`config.mk`:
```
export PLATFORM = sky130hd
export DESIGN_NAME = muldiv_unit
export DESIGN_NICKNAME = d
export VERILOG_FILES = /design/src/rtl/muldiv_unit.sv
export SDC_FILE = /design/constraint.sdc
export NUM_CORES = 1
export LEC_CHECK = 0
export CORE_MARGIN = 2
export CORE_UTILIZATION = 38
export CTS_CLUSTER_DIAMETER = 120
export DETAILED_ROUTE_END_ITERATION = 10
export HOLD_SLACK_MARGIN = 0.15
export MAX_ROUTING_LAYER = met4
export SYNTH_ARGS = -nofsm -noshare
export SYNTH_HDL_FRONTEND = slang
export SYNTH_SLANG_ARGS = --single-unit
```
`constraint.sdc`:
```
create_clock -name clk -period 5.01 [get_ports clk]
set_input_delay 0.501 -clock clk [delete_from_list [all_inputs] [get_ports clk]]
set_output_delay 0.501 -clock clk [all_outputs]
set_load 0.005 [all_outputs]
```
`src/rtl/muldiv_unit.sv`:
```
// muldiv_unit: sequential 32x32 unsigned multiply / divide unit.
//   One request is accepted at a time. A multiply runs 32 shift-add steps and
//   a divide runs 32 restoring shift-subtract steps. The result is then shown
//   for exactly one cycle.
// Ports:
//   clk    - single clock; all state updates on the rising edge
//   rst    - asynchronous, active-high reset
//   valid  - start request; qualifies mode, in_A and in_B (honoured only in IDLE)
//   mode   - 0 = MUL, 1 = DIV
//   in_A   - multiplicand / dividend (unsigned)
//   in_B   - multiplier / divisor (unsigned)
//   ready  - one-cycle result strobe
//   busy   - high from acceptance through the ready cycle, inclusive
//   out    - MUL: 64-bit product; DIV: {remainder, quotient}; 64'h0 when ready=0
module muldiv_unit (
  input  logic        clk,
  input  logic        rst,
  input  logic        valid,
  input  logic        mode,
  input  logic [31:0] in_A,
  input  logic [31:0] in_B,
  output logic        ready,
  output logic        busy,
  output logic [63:0] out
);

  localparam logic [1:0] ST_IDLE = 2'd0;
  localparam logic [1:0] ST_MUL  = 2'd1;
  localparam logic [1:0] ST_DIV  = 2'd2;
  localparam logic [1:0] ST_OUT  = 2'd3;

  logic [1:0]  state_r;
  logic [1:0]  state_next_s;
  logic [4:0]  cnt_r;
  logic        mode_r;
  logic [31:0] opnd_r;        // multiplicand (MUL) or divisor (DIV)
  logic [63:0] acc_r;         // MUL: {upper product, multiplier}; DIV: {remainder, quotient}
  logic [63:0] acc_step_s;
  logic [32:0] mul_sum_s;
  logic [31:0] div_diff_s;
  logic        ready_r;
  logic        busy_r;
  logic [63:0] out_r;

  assign ready = ready_r;
  assign busy  = busy_r;
  assign out   = out_r;

  // One datapath step for the operation in flight.
  always_comb begin
    // 33-bit add so the carry out of the upper half is kept and shifted down.
    mul_sum_s  = {1'b0, acc_r[63:32]} + {1'b0, opnd_r};
    // After the left shift the partial remainder is acc_r[63:31] (33 bits).
    // When it is >= the divisor the true difference fits in 32 bits, so a
    // 32-bit subtract of the low bits is exact.
    div_diff_s = acc_r[62:31] - opnd_r;
    acc_step_s = acc_r;
    if (mode_r == 1'b0) begin
      if (acc_r[0] == 1'b1) begin
        acc_step_s = {mul_sum_s, acc_r[31:1]};
      end else begin
        acc_step_s = {1'b0, acc_r[63:1]};
      end
    end else begin
      // A zero divisor always "fits": quotient becomes all ones and the
      // remainder collects the dividend bits unchanged.
      if (acc_r[63:31] >= {1'b0, opnd_r}) begin
        acc_step_s = {div_diff_s, acc_r[30:0], 1'b1};
      end else begin
        acc_step_s = {acc_r[62:0], 1'b0};
      end
    end
  end

  // Next-state selection for the sequencing FSM.
  always_comb begin
    state_next_s = state_r;
    case (state_r)
      ST_IDLE: begin
        if (valid) begin
          state_next_s = mode ? ST_DIV : ST_MUL;
        end else begin
          state_next_s = ST_IDLE;
        end
      end
      ST_MUL, ST_DIV: begin
        if (cnt_r == 5'd31) begin
          state_next_s = ST_OUT;
        end else begin
          state_next_s = state_r;
        end
      end
      ST_OUT:  state_next_s = ST_IDLE;
      default: state_next_s = ST_IDLE;
    endcase
  end

  // State, operand capture, step counter and accumulator.
  always_ff @(posedge clk or posedge rst) begin
    if (rst) begin
      state_r <= ST_IDLE;
      cnt_r   <= 5'd0;
      mode_r  <= 1'b0;
      opnd_r  <= 32'd0;
      acc_r   <= 64'd0;
    end else begin
      state_r <= state_next_s;
      case (state_r)
        ST_IDLE: begin
          if (valid) begin
            cnt_r  <= 5'd0;
            mode_r <= mode;
            // MUL: multiplicand is in_A, multiplier sits in the low half.
            // DIV: divisor is in_B, dividend sits in the low half.
            opnd_r <= mode ? in_B : in_A;
            acc_r  <= {32'd0, (mode ? in_A : in_B)};
          end else begin
            cnt_r  <= cnt_r;
          end
        end
        ST_MUL, ST_DIV: begin
          acc_r <= acc_step_s;
          cnt_r <= cnt_r + 5'd1;
        end
        ST_OUT: begin
          cnt_r <= 5'd0;
        end
        default: begin
          cnt_r <= 5'd0;
        end
      endcase
    end
  end

  // Registered outputs: the strobe and result appear the cycle after OUT is
  // reached; busy rises with acceptance and drops after the strobe cycle.
  always_ff @(posedge clk or posedge rst) begin
    if (rst) begin
      ready_r <= 1'b0;
      busy_r  <= 1'b0;
      out_r   <= 64'd0;
    end else begin
      ready_r <= (state_r == ST_OUT);
      busy_r  <= (state_next_s != ST_IDLE) || (state_r == ST_OUT);
      if (state_r == ST_OUT) begin
        out_r <= acc_r;
      end else begin
        out_r <= 64'd0;
      end
    end
  end

endmodule
```
==> impl_metrics.csv, run 1 <==
group,metric,value,unit
clocking,root_buffer,"clkbuf_16",
placement,dp_slack,1.502,ns
critical_path,end_kind,"register",
sta,hold_violations,0,
critical_path,criticalPathCategory,"reg2reg",
flow_run,drv_cap,0,
clocking,ctsHoldBuffers,0,
sta,max_slew_margin,31.03,%
critical_path,required,5.32,ns
logic_synthesis,synth.avg_cell_area,8.631,um2
die,coreArea,30750,um2
logic_synthesis,syn_area,11910,um2
critical_path,critical_path_buf_inv_count,1,
sta,finalCritPeriodShare,72.44,%
global_route,antenna_found_initial,0,
global_route,gr-total-overflow,0,
global_route,grt_start_max_net_pins,171,
power_and_ir_drop,intPower,4.064,mW
critical_path,critical_path.cell_chain,"ha_1, inv_1, fa_1, nand2b_1, a21oi_1, nor4_1, o21ai_0, a31oi_1, xnor2_1, o221ai_1, a22oi_1",
routing,ant_nets,0,
logic_synthesis,ys_seq_area_share,35.72,%
logic_synthesis,yosysTopAreaCell,"dfrtp_1",
worst_hold_path,hp-class,"reg2reg",
logic_synthesis,synthMuxAreaShare,10.01,%
logic_synthesis,ys_ff_latch,170,
power_and_ir_drop,pwr-share-clk,17.4,%
logic_synthesis,yosysWarnings,0,
logic_synthesis,synth_edf_count,0,
clocking,numCtsBuffers,17,
outcome,status,"complete, no violations",
critical_path,critical_path.top_delay_family,"compound AO/OA/AOI/OAI gates",
logic_synthesis,synth_top_family_by_area,"compound AO/OA/AOI/OAI gates",
logic_synthesis,netlist.area_leader.share,35.72,%
logic_synthesis,synthFlopType,"dfrtp_1",
power_and_ir_drop,p_seq_share,26.9,%
critical_path,rr_endpoint,"acc_r[59]",
placement,place_hpwl,27460,um
die,initial_utilization,38.73,%
critical_path,cpPeakStageDelay,0.66,ns
finish,fin_util,46.00,%
power_and_ir_drop,power.density,542.8,nW/um2
finish,drive_gt1_share,7.075,%
logic_synthesis,yosys.cell_types.count,76,
sta,setup_slack,1.381,ns
routing,drc,0,
logic_synthesis,syn_nets,1518,
finish,fillers,2995,
die,io_pins,134,
power_and_ir_drop,p_leak,6.335,nW
sta,final.setup.tns,0,ns
clocking,clk_pin_slew,0.07,ns
routing,drt_iter0_markers,903,
critical_path,crit_slowest_cell,"o21ai_0",
clocking,post_cts_resized,0,
routing,routed_wl,37930,um
sta,fin_crit,3.629,ns
sta,fmax,0.2755,GHz
routing,wl_per_cell,20.17,um
worst_hold_path,hp-start,"cnt_r[4]",
power_and_ir_drop,comb_power_share,55.7,%
logic_synthesis,yosys.area_share.xor_xnor,3.603,%
logic_synthesis,async_reset_ff_share,100.0,%
routing,num_vias,10730,
critical_path,path_depth,11,
sta,drv_slew,0,
global_route,grt_use_total,24.21,%
routing,vias_per_cell,5.707,
power_and_ir_drop,p_total,7.678,mW
critical_path,worst_ep_arrival_time,3.94,ns
finish,diodes,0,
finish,fin_nets,1611,
logic_synthesis,synth_compound_area_share,21.70,%
die,die_w,181.0,um
worst_hold_path,hold_path_end,"cnt_r[4]",
power_and_ir_drop,switching_share,47.07,%
clocking,clk_path_buf_depth,2,
clocking,clock_latency,0.44,ns
power_and_ir_drop,power.switching,3.614,mW
logic_synthesis,synth_fa_ha_area_share,7.480,%
critical_path,r2r_setup_slack,1.38,ns
sta,setup-violations-final,0,
worst_hold_path,holdPathStages,2,
sta,worstMarginPinSlew,1.033,ns
die,die-area,32780,um2
critical_path,crit_path_start_kind,"register",
logic_synthesis,synth-simple-area-share,17.29,%
power_and_ir_drop,ir_drop,255.3,uV
global_route,first_global_vias,10600,
critical_path,rr_worst_depth,11,
critical_path,rr_startpoint,"acc_r[32]",
logic_synthesis,synth_cells,1380,
sta,rsz0062_at_grt,"no",
sta,fin_skew,0.01294,ns
logic_synthesis,yosysMostFrequentCell,"dfrtp_1",
clocking,clock_sinks,170,
routing,dr.pass1.iters,5,
clocking,cts_tree,"done",
clocking,h-tree-depth,4,
finish,syn_to_final_growth,18.76,%
die,row_count,64,
die,fp.dieH,181.0,um
logic_synthesis,ys_top_cells_by_area,"dfrtp_1 (36%), ha_1 (7.1%), mux2i_1 (6.1%), a21oi_1 (5.9%), o21ai_0 (4.2%)",
logic_synthesis,synthTopCellsByCount,"dfrtp_1 (170), a21oi_1 (141), nand2_1 (126), nor2_1 (115), o21ai_0 (101)",
placement,port_buffers,133,
placement,gp_congestion,0.9561,
clocking,post_cts_buffers,0,
global_route,grt_pass1_wl,60380,um
critical_path,worst-path-max-fanout,7,
==> layer usage <==
layer	part of all wire, %	wire, um	global-route usage [%]
met3	6.3	2390	4.556
met1	47	17860	33.63
met5	0	0	-
met4	2.4	898	7.024
met2	44	16780	35.95
==> kinds of logic after synthesis <==
group                    count (synthesis)
AND/OR/NAND/NOR                        432
AO/OA/AOI/OAI                          418
flip-flops                             170
buffers and inverters                  127
multiplexers                           114
adder cells (fa/ha/maj)                 70
XOR/XNOR                                49
==> placed cells by master (no fill, tap or decap), drive strengths merged, types with 5 or more instances in the layout <==
| cell type | Yosys | layout |
|---|---|---|
| dfrtp | 170 | 170 |
| a21oi | 143 | 143 |
| clkdlybuf4s50 | 0 | 132 |
| nand2 | 127 | 127 |
| o21ai | 118 | 118 |
| nor2 | 117 | 117 |
| mux2i | 73 | 73 |
| and2 | 68 | 68 |
| ha | 68 | 68 |
| inv | 54 | 55 |
| mux2 | 41 | 41 |
| xnor2 | 34 | 34 |
| nand3 | 33 | 33 |
| a211oi | 25 | 25 |
| nor3 | 23 | 23 |
| clkbuf | 53 | 22 |
| a21o | 18 | 18 |
| xor2 | 15 | 15 |
| buf | 20 | 15 |
| o31ai | 13 | 13 |
| a31oi | 13 | 13 |
| nand4 | 12 | 12 |
| nand2b | 9 | 9 |
| o21bai | 9 | 9 |
| o211a | 8 | 8 |
| o211ai | 8 | 8 |
| nor2b | 7 | 7 |
| o21a | 7 | 7 |
| o221ai | 7 | 7 |
| and3 | 6 | 6 |
| or3 | 6 | 6 |
| o31a | 6 | 6 |
| clkinvlp | 0 | 6 |
| nor4 | 5 | 5 |
| a22oi | 5 | 5 |
| or4 | 5 | 5 |
==> final cells by class <==
cell class,count,area [um2],area share [%]
Tap cell,396,495.5,3.503
Multi-Input combinational cell,1083,7172,50.70
Timing Repair Buffer,147,1446,10.23
Inverter,54,206.4,1.460
Clock inverter,8,85.08,0.6015
Clock buffer,22,484.2,3.423
Sequential cell,170,4255,30.08
==> through the flow <==
| stage | instance area [um2] | std cells | hold slack, ns |
|---|---|---|---|
| after floorplan | 11910 | 1380 | 0.4453 |
| after global placement | 13580 | 1850 | 0.4621 |
| after detailed placement | 13580 | 1850 | 0.4665 |
| after CTS | 14140 | 1880 | 0.4879 |
| after global routing | 14140 | 1880 | 0.5211 |
| final | 14140 | 1880 | 0.4869 |
==> power by group through the flow <==
stage,logic [mW],registers (mW),clock network (mW)
CTS,4.23,2.06,1.36
global placement,4.22,2.07,0
global route,4.74,2.12,1.41
detailed placement,4.20,2.08,0
floorplan,3.17,1.90,0
finish,4.28,2.07,1.33
==> registers in the layout (all words and copies together), names as in the netlist <==
signal,count
opnd_r,32
state_r,2
ready,1
cnt_r,5
out,64
acc_r,64
busy,1
mode_r,1
==> worst min-delay path, delay by kind of cell (launching register included) <==
family,cells,cell delay (ns)
AND/OR/NAND/NOR,2,0.10
flip-flops,1,0.36
==> worst max path at each step <==
stage / from / end
floorplan: opnd_r[1] / acc_r[63]
global placement: acc_r[33] / acc_r[44]
detailed placement: acc_r[33] / acc_r[44]
CTS: acc_r[33] / acc_r[57]
global route: acc_r[32] / acc_r[59]
finish: acc_r[32] / acc_r[59]
Note: power is estimated with default switching activity, not from simulation.
==> inputs of run 2 (changes only) <==
- clock period: 5.01 -> 3.6 ns (I/O delays scaled with it)
==> run 2 against run 1 <==
Global-route usage down 0.36 points; first-iteration DRC count up 4.4%; largest power group unchanged; sequential power up 37%; cell count up 1.1%; register-to-register slack worse by 1.1 ns; combinational power up 43%; clock skew about the same; setup slack worse by 1.1 ns; maximum frequency up 8.6%; critical path type unchanged.
==> impl_metrics.csv, run 2 (synthesized netlist as in run 1, its figures left out) <==
group,metric,value,unit
die,row_count,64,
power_and_ir_drop,p_total,10.89,mW
global_route,grt-busiest-layer,"met2",
routing,wl_per_cell,19.75,um
placement,gp_congestion,0.9255,
sta,worstMarginPinSlew,0.9493,ns
finish,syn_to_final_growth,20.29,%
global_route,grt.met1_usage,32.98,%
global_route,grt_start_max_net_pins,88,
critical_path,worst-path-max-fanout,5,
sta,drv_slew,0,
sta,fmax,0.2992,GHz
clocking,clk_path_buf_depth,2,
worst_hold_path,hp-class,"in2async",
sta,final.setup.tns,0,ns
finish,mostFrequentLayoutCell,"dfrtp_1",
sta,finalCritPeriodShare,92.85,%
die,coreArea,30750,um2
clocking,root_buffer,"clkbuf_16",
global_route,grtUsageMet3,3.951,%
clocking,clock_sinks,170,
sta,max_slew_margin,36.71,%
power_and_ir_drop,p_leak,6.453,nW
global_route,use_met2,35.55,%
placement,port_buffers,133,
power_and_ir_drop,ir_drop,335.4,uV
critical_path,crit_path_start_kind,"register",
power_and_ir_drop,power.density,760.4,nW/um2
global_route,grt_pass1_wl,59580,um
clocking,numCtsBuffers,17,
finish,drive_gt1_share,8.378,%
clocking,post_cts_buffers,0,
sta,setup_slack,0.2575,ns
critical_path,critical_path.top_delay_family,"compound AO/OA/AOI/OAI gates",
critical_path,worst_ep_arrival_time,3.67,ns
clocking,clk_pin_slew,0.08,ns
clocking,ctsHoldBuffers,0,
finish,diodes,0,
global_route,antenna_found_initial,0,
finish,fin_nets,1629,
die,die_w,181.0,um
routing,vias_per_cell,5.652,
clocking,clock_latency,0.45,ns
critical_path,cpPeakStageDelay,0.58,ns
critical_path,critical_path_buf_inv_count,2,
global_route,gr-total-overflow,0,
die,io_pins,134,
routing,drt_iter0_markers,943,
finish,fillers,3060,
clocking,cts_tree,"done",
routing,routed_wl,37520,um
routing,drc,0,
placement,dp_slack,0.2574,ns
critical_path,cpMostUsedCell,"inv_1",
sta,hold_violations,0,
routing,ant_nets,0,
sta,setup-violations-final,0,
routing,dr.pass1.iters,5,
critical_path,critical_path.cell_chain,"inv_1, ha_1, inv_1, fa_1, a211oi_1, o21ai_0, a311oi_1, o21ai_1, a21boi_1, xor2_1, o211ai_1, a32o_1",
critical_path,end_kind,"register",
die,fp.dieH,181.0,um
flow_run,drv_cap,0,
finish,layout_common_cells,"dfrtp_1 (169), a21oi_1 (140), clkdlybuf4s50_1 (132)",
sta,fin_crit,3.343,ns
die,initial_utilization,38.73,%
routing,num_vias,10740,
clocking,post_cts_resized,0,
outcome,status,"complete, no violations",
critical_path,required,3.93,ns
placement,place_hpwl,27730,um
sta,fin_skew,0.01318,ns
critical_path,crit_slowest_cell,"a311oi_1",
die,die-area,32780,um2
sta,rsz0062_at_grt,"no",
global_route,grt_use_total,23.84,%
clocking,h-tree-depth,4,
global_route,first_global_vias,10550,
critical_path,criticalPathCategory,"reg2reg",
==> run 2: layer usage <==
metal | up-vias | routed length [um]
li1 | 5183 | -
met2 | 372 | 16530
met3 | 64 | 2331
met5 | - | 0
met1 | 5120 | 17740
met4 | 0 | 915
==> run 2: final cells by class <==
class	instances	area (um2)	area share, %
clock buffer	17	425.4	2.969
clock inverter	15	177.7	1.240
inverter	54	206.4	1.441
multi-input combinational	1083	7172	50.06
sequential	170	4255	29.70
tap	396	495.5	3.459
timing repair buffer	165	1594	11.13
==> run 2: where the power goes <==
part | switching [mW] | internal (mW) | total (mW)
sequential | 0.551 | 2.29 | 2.84
clock | 0.899 | 1.05 | 1.95
combinational | 3.64 | 2.46 | 6.10
==> run 2: path summary, 6_finish.rpt <==
check	end	start	slack [ns]	depth (start not counted)
min reg2reg	cnt_r[4]	cnt_r[4]	0.48	2
min	out[8]	rst	0.29	2
min in group clk	cnt_r[4]	cnt_r[4]	0.48	2
max	acc_r[58]	acc_r[31]	0.26	12
max reg2reg	acc_r[58]	acc_r[31]	0.26	12
max in group asynchronous	acc_r[42]	rst	2.46	3
==> run 2: stage by stage <==
step / hold slack (ns) / util [%] / instance area (um2) / instances
2_1_floorplan: 0.4453 / - / 11910 / 1380
3_3_place_gp: 0.4560 / 44.63 / 13720 / 1868
3_5_place_dp: 0.4673 / 44.63 / 13720 / 1868
4_1_cts: 0.2972 / 46.59 / 14330 / 1900
5_1_grt: 0.3456 / 46.59 / 14330 / 1900
6_report: 0.2897 / 46.59 / 14330 / 1900
==> inputs of run 3 (changes only) <==
- PLACE_DENSITY: default -> 0.7
==> run 3 against run 2 <==
Total power is 1.4% lower; global-route usage down 0.82 points; clock-buffer cell count up 2; cell count unchanged; non-clock buffer count is 1 higher; worst hold slack got worse by 0.13 ns; clock power decreased by 7%; critical path type unchanged; critical endpoint is now acc_r[62]; largest cell class unchanged; largest power group unchanged.
==> impl_metrics.csv, run 3 (synthesized netlist as in run 1, its figures left out) <==
group,metric,value,unit
worst_hold_path,hp-class,"in2async",
sta,hold_violations,0,
sta,final.setup.tns,0,ns
placement,postPlaceCellArea,13740,um2
critical_path,criticalPathCategory,"reg2reg",
routing,drt_iter0_markers,956,
routing,wl_per_cell,19.29,um
clocking,cts_tree,"done",
routing,drc,0,
sta,setup_slack,0.2209,ns
clocking,h-tree-depth,4,
die,initial_utilization,38.73,%
die,row_count,64,
routing,num_vias,11010,
critical_path,worst-path-max-fanout,7,
die,die-area,32780,um2
finish,finalInstanceArea,14310,um2
power_and_ir_drop,ir_drop,359.8,uV
die,io_pins,134,
critical_path,r2r_setup_slack,0.22,ns
clocking,numCtsBuffers,17,
finish,layout_common_cells,"dfrtp_1 (169), a21oi_1 (140), clkdlybuf4s50_1 (132)",
power_and_ir_drop,p_total,10.74,mW
placement,dp_slack,0.2348,ns
sta,setup-violations-final,0,
placement,port_buffers,133,
critical_path,rr_startpoint,"acc_r[34]",
routing,highest_layer,"met4",
flow_run,drv_cap,0,
sta,finalCritPeriodShare,93.87,%
sta,fin_crit,3.379,ns
clocking,clk_path_buf_depth,2,
global_route,first_global_vias,10620,
finish,fillers,3004,
sta,worstMarginPinSlew,0.8227,ns
finish,seq_area,4255,um2
routing,vias_per_cell,5.794,
placement,place_hpwl,27400,um
clocking,post_cts_buffers,0,
die,fp.dieH,181.0,um
sta,fmax,0.2959,GHz
clocking,clock_sinks,170,
global_route,antenna_found_initial,0,
finish,fin_nets,1630,
finish,drive_gt1_share,8.378,%
sta,rsz0062_at_grt,"no",
placement,gp_congestion,1.019,
routing,dr.pass1.iters,5,
sta,max_slew_margin,45.03,%
finish,multi_input_area,7178,um2
finish,diodes,0,
power_and_ir_drop,p_leak,6.441,nW
power_and_ir_drop,power.density,750.9,nW/um2
finish,mostFrequentLayoutCell,"dfrtp_1",
critical_path,required,3.91,ns
routing,dr_wl_met2,16560,um
sta,drv_slew,0,
clocking,clock_latency,0.45,ns
global_route,gr-total-overflow,0,
critical_path,startpoint,"acc_r[34]",
routing,met3_length,2645,um
global_route,grt_pass1_wl,58190,um
global_route,grt_start_max_net_pins,75,
critical_path,crit_path_start_kind,"register",
finish,syn_to_final_growth,20.13,%
clocking,root_buffer,"clkbuf_16",
clocking,clk_pin_slew,0.08,ns
sta,fin_skew,0.01244,ns
critical_path,worst_ep_arrival_time,3.69,ns
routing,ant_nets,0,
die,die_w,181.0,um
routing,wl_met1,16330,um
sta,whs,0.1608,ns
global_route,grt_use_total,23.02,%
critical_path,end_kind,"register",
routing,routed_wl,36660,um
die,coreArea,30750,um2
outcome,status,"complete, no violations",
-- run 3: changes by cell type in the layout (fill, tap and decap cells not counted), sizes merged --
cell    change
buf         +1
bufinv      -1
clkbuf      +2
clkinv      +3
inv         -5
-- run 3: timing repair --
item                                    4_1_cts  5_1_grt
hold buffers                                  0        0
resized for setup                             0        2
endpoints found under the setup margin        0        3
-- run 3: metal layers --
metal	vias to the layer above	track usage, %
met5	-	-
met4	0	8.228
met3	75	3.830
met2	473	35.15
met1	5253	30.90
li1	5207	-
-- run 3: path summary, 6_finish.rpt --
path / end / cells after the start
worst max-delay path: acc_r[62] / 9
worst min-delay path: out[7] / 2
worst max register to register: acc_r[62] / 9
worst min register to register: cnt_r[4] / 2
max in group asynchronous: acc_r[24] / 3
min in group clk: cnt_r[4] / 2
-- run 3: layout make-up --
class,count,share of cell area (%)
multi-input cells,1083,50.17
flip-flops and latches,170,29.74
repair buffers,166,11.28
well taps,396,3.463
clock buffers,19,3.096
inverters,54,1.443
clock inverters,12,0.8045
-- run 3: critical path, stage by stage, from the launching register on --
cell and delay (ns):
dfrtp_1 0.47, ha_1 0.39, nand3_1 0.22, o21ba_1 0.21, o21a_1 0.28, o311a_1 0.43, o211a_4 0.31, o21ai_1 0.47
a211oi_1 0.12, a211oi_1 0.34
-- run 3: stage by stage --
| stage | instances | utilization (%) |
|---|---|---|
| floorplan | 1380 | - |
| global placement | 1869 | 44.69 |
| detailed placement | 1869 | 44.69 |
| CTS | 1900 | 46.51 |
| global route | 1900 | 46.53 |
| finish | 1900 | 46.53 |
-- run 3: where the power goes --
part | total (mW) | leakage [nW] | internal, mW | switching, mW
clock network | 1.81 | 0.267 | 0.975 | 0.834
registers | 2.87 | 2.20 | 2.29 | 0.576
logic | 6.07 | 3.98 | 2.46 | 3.60
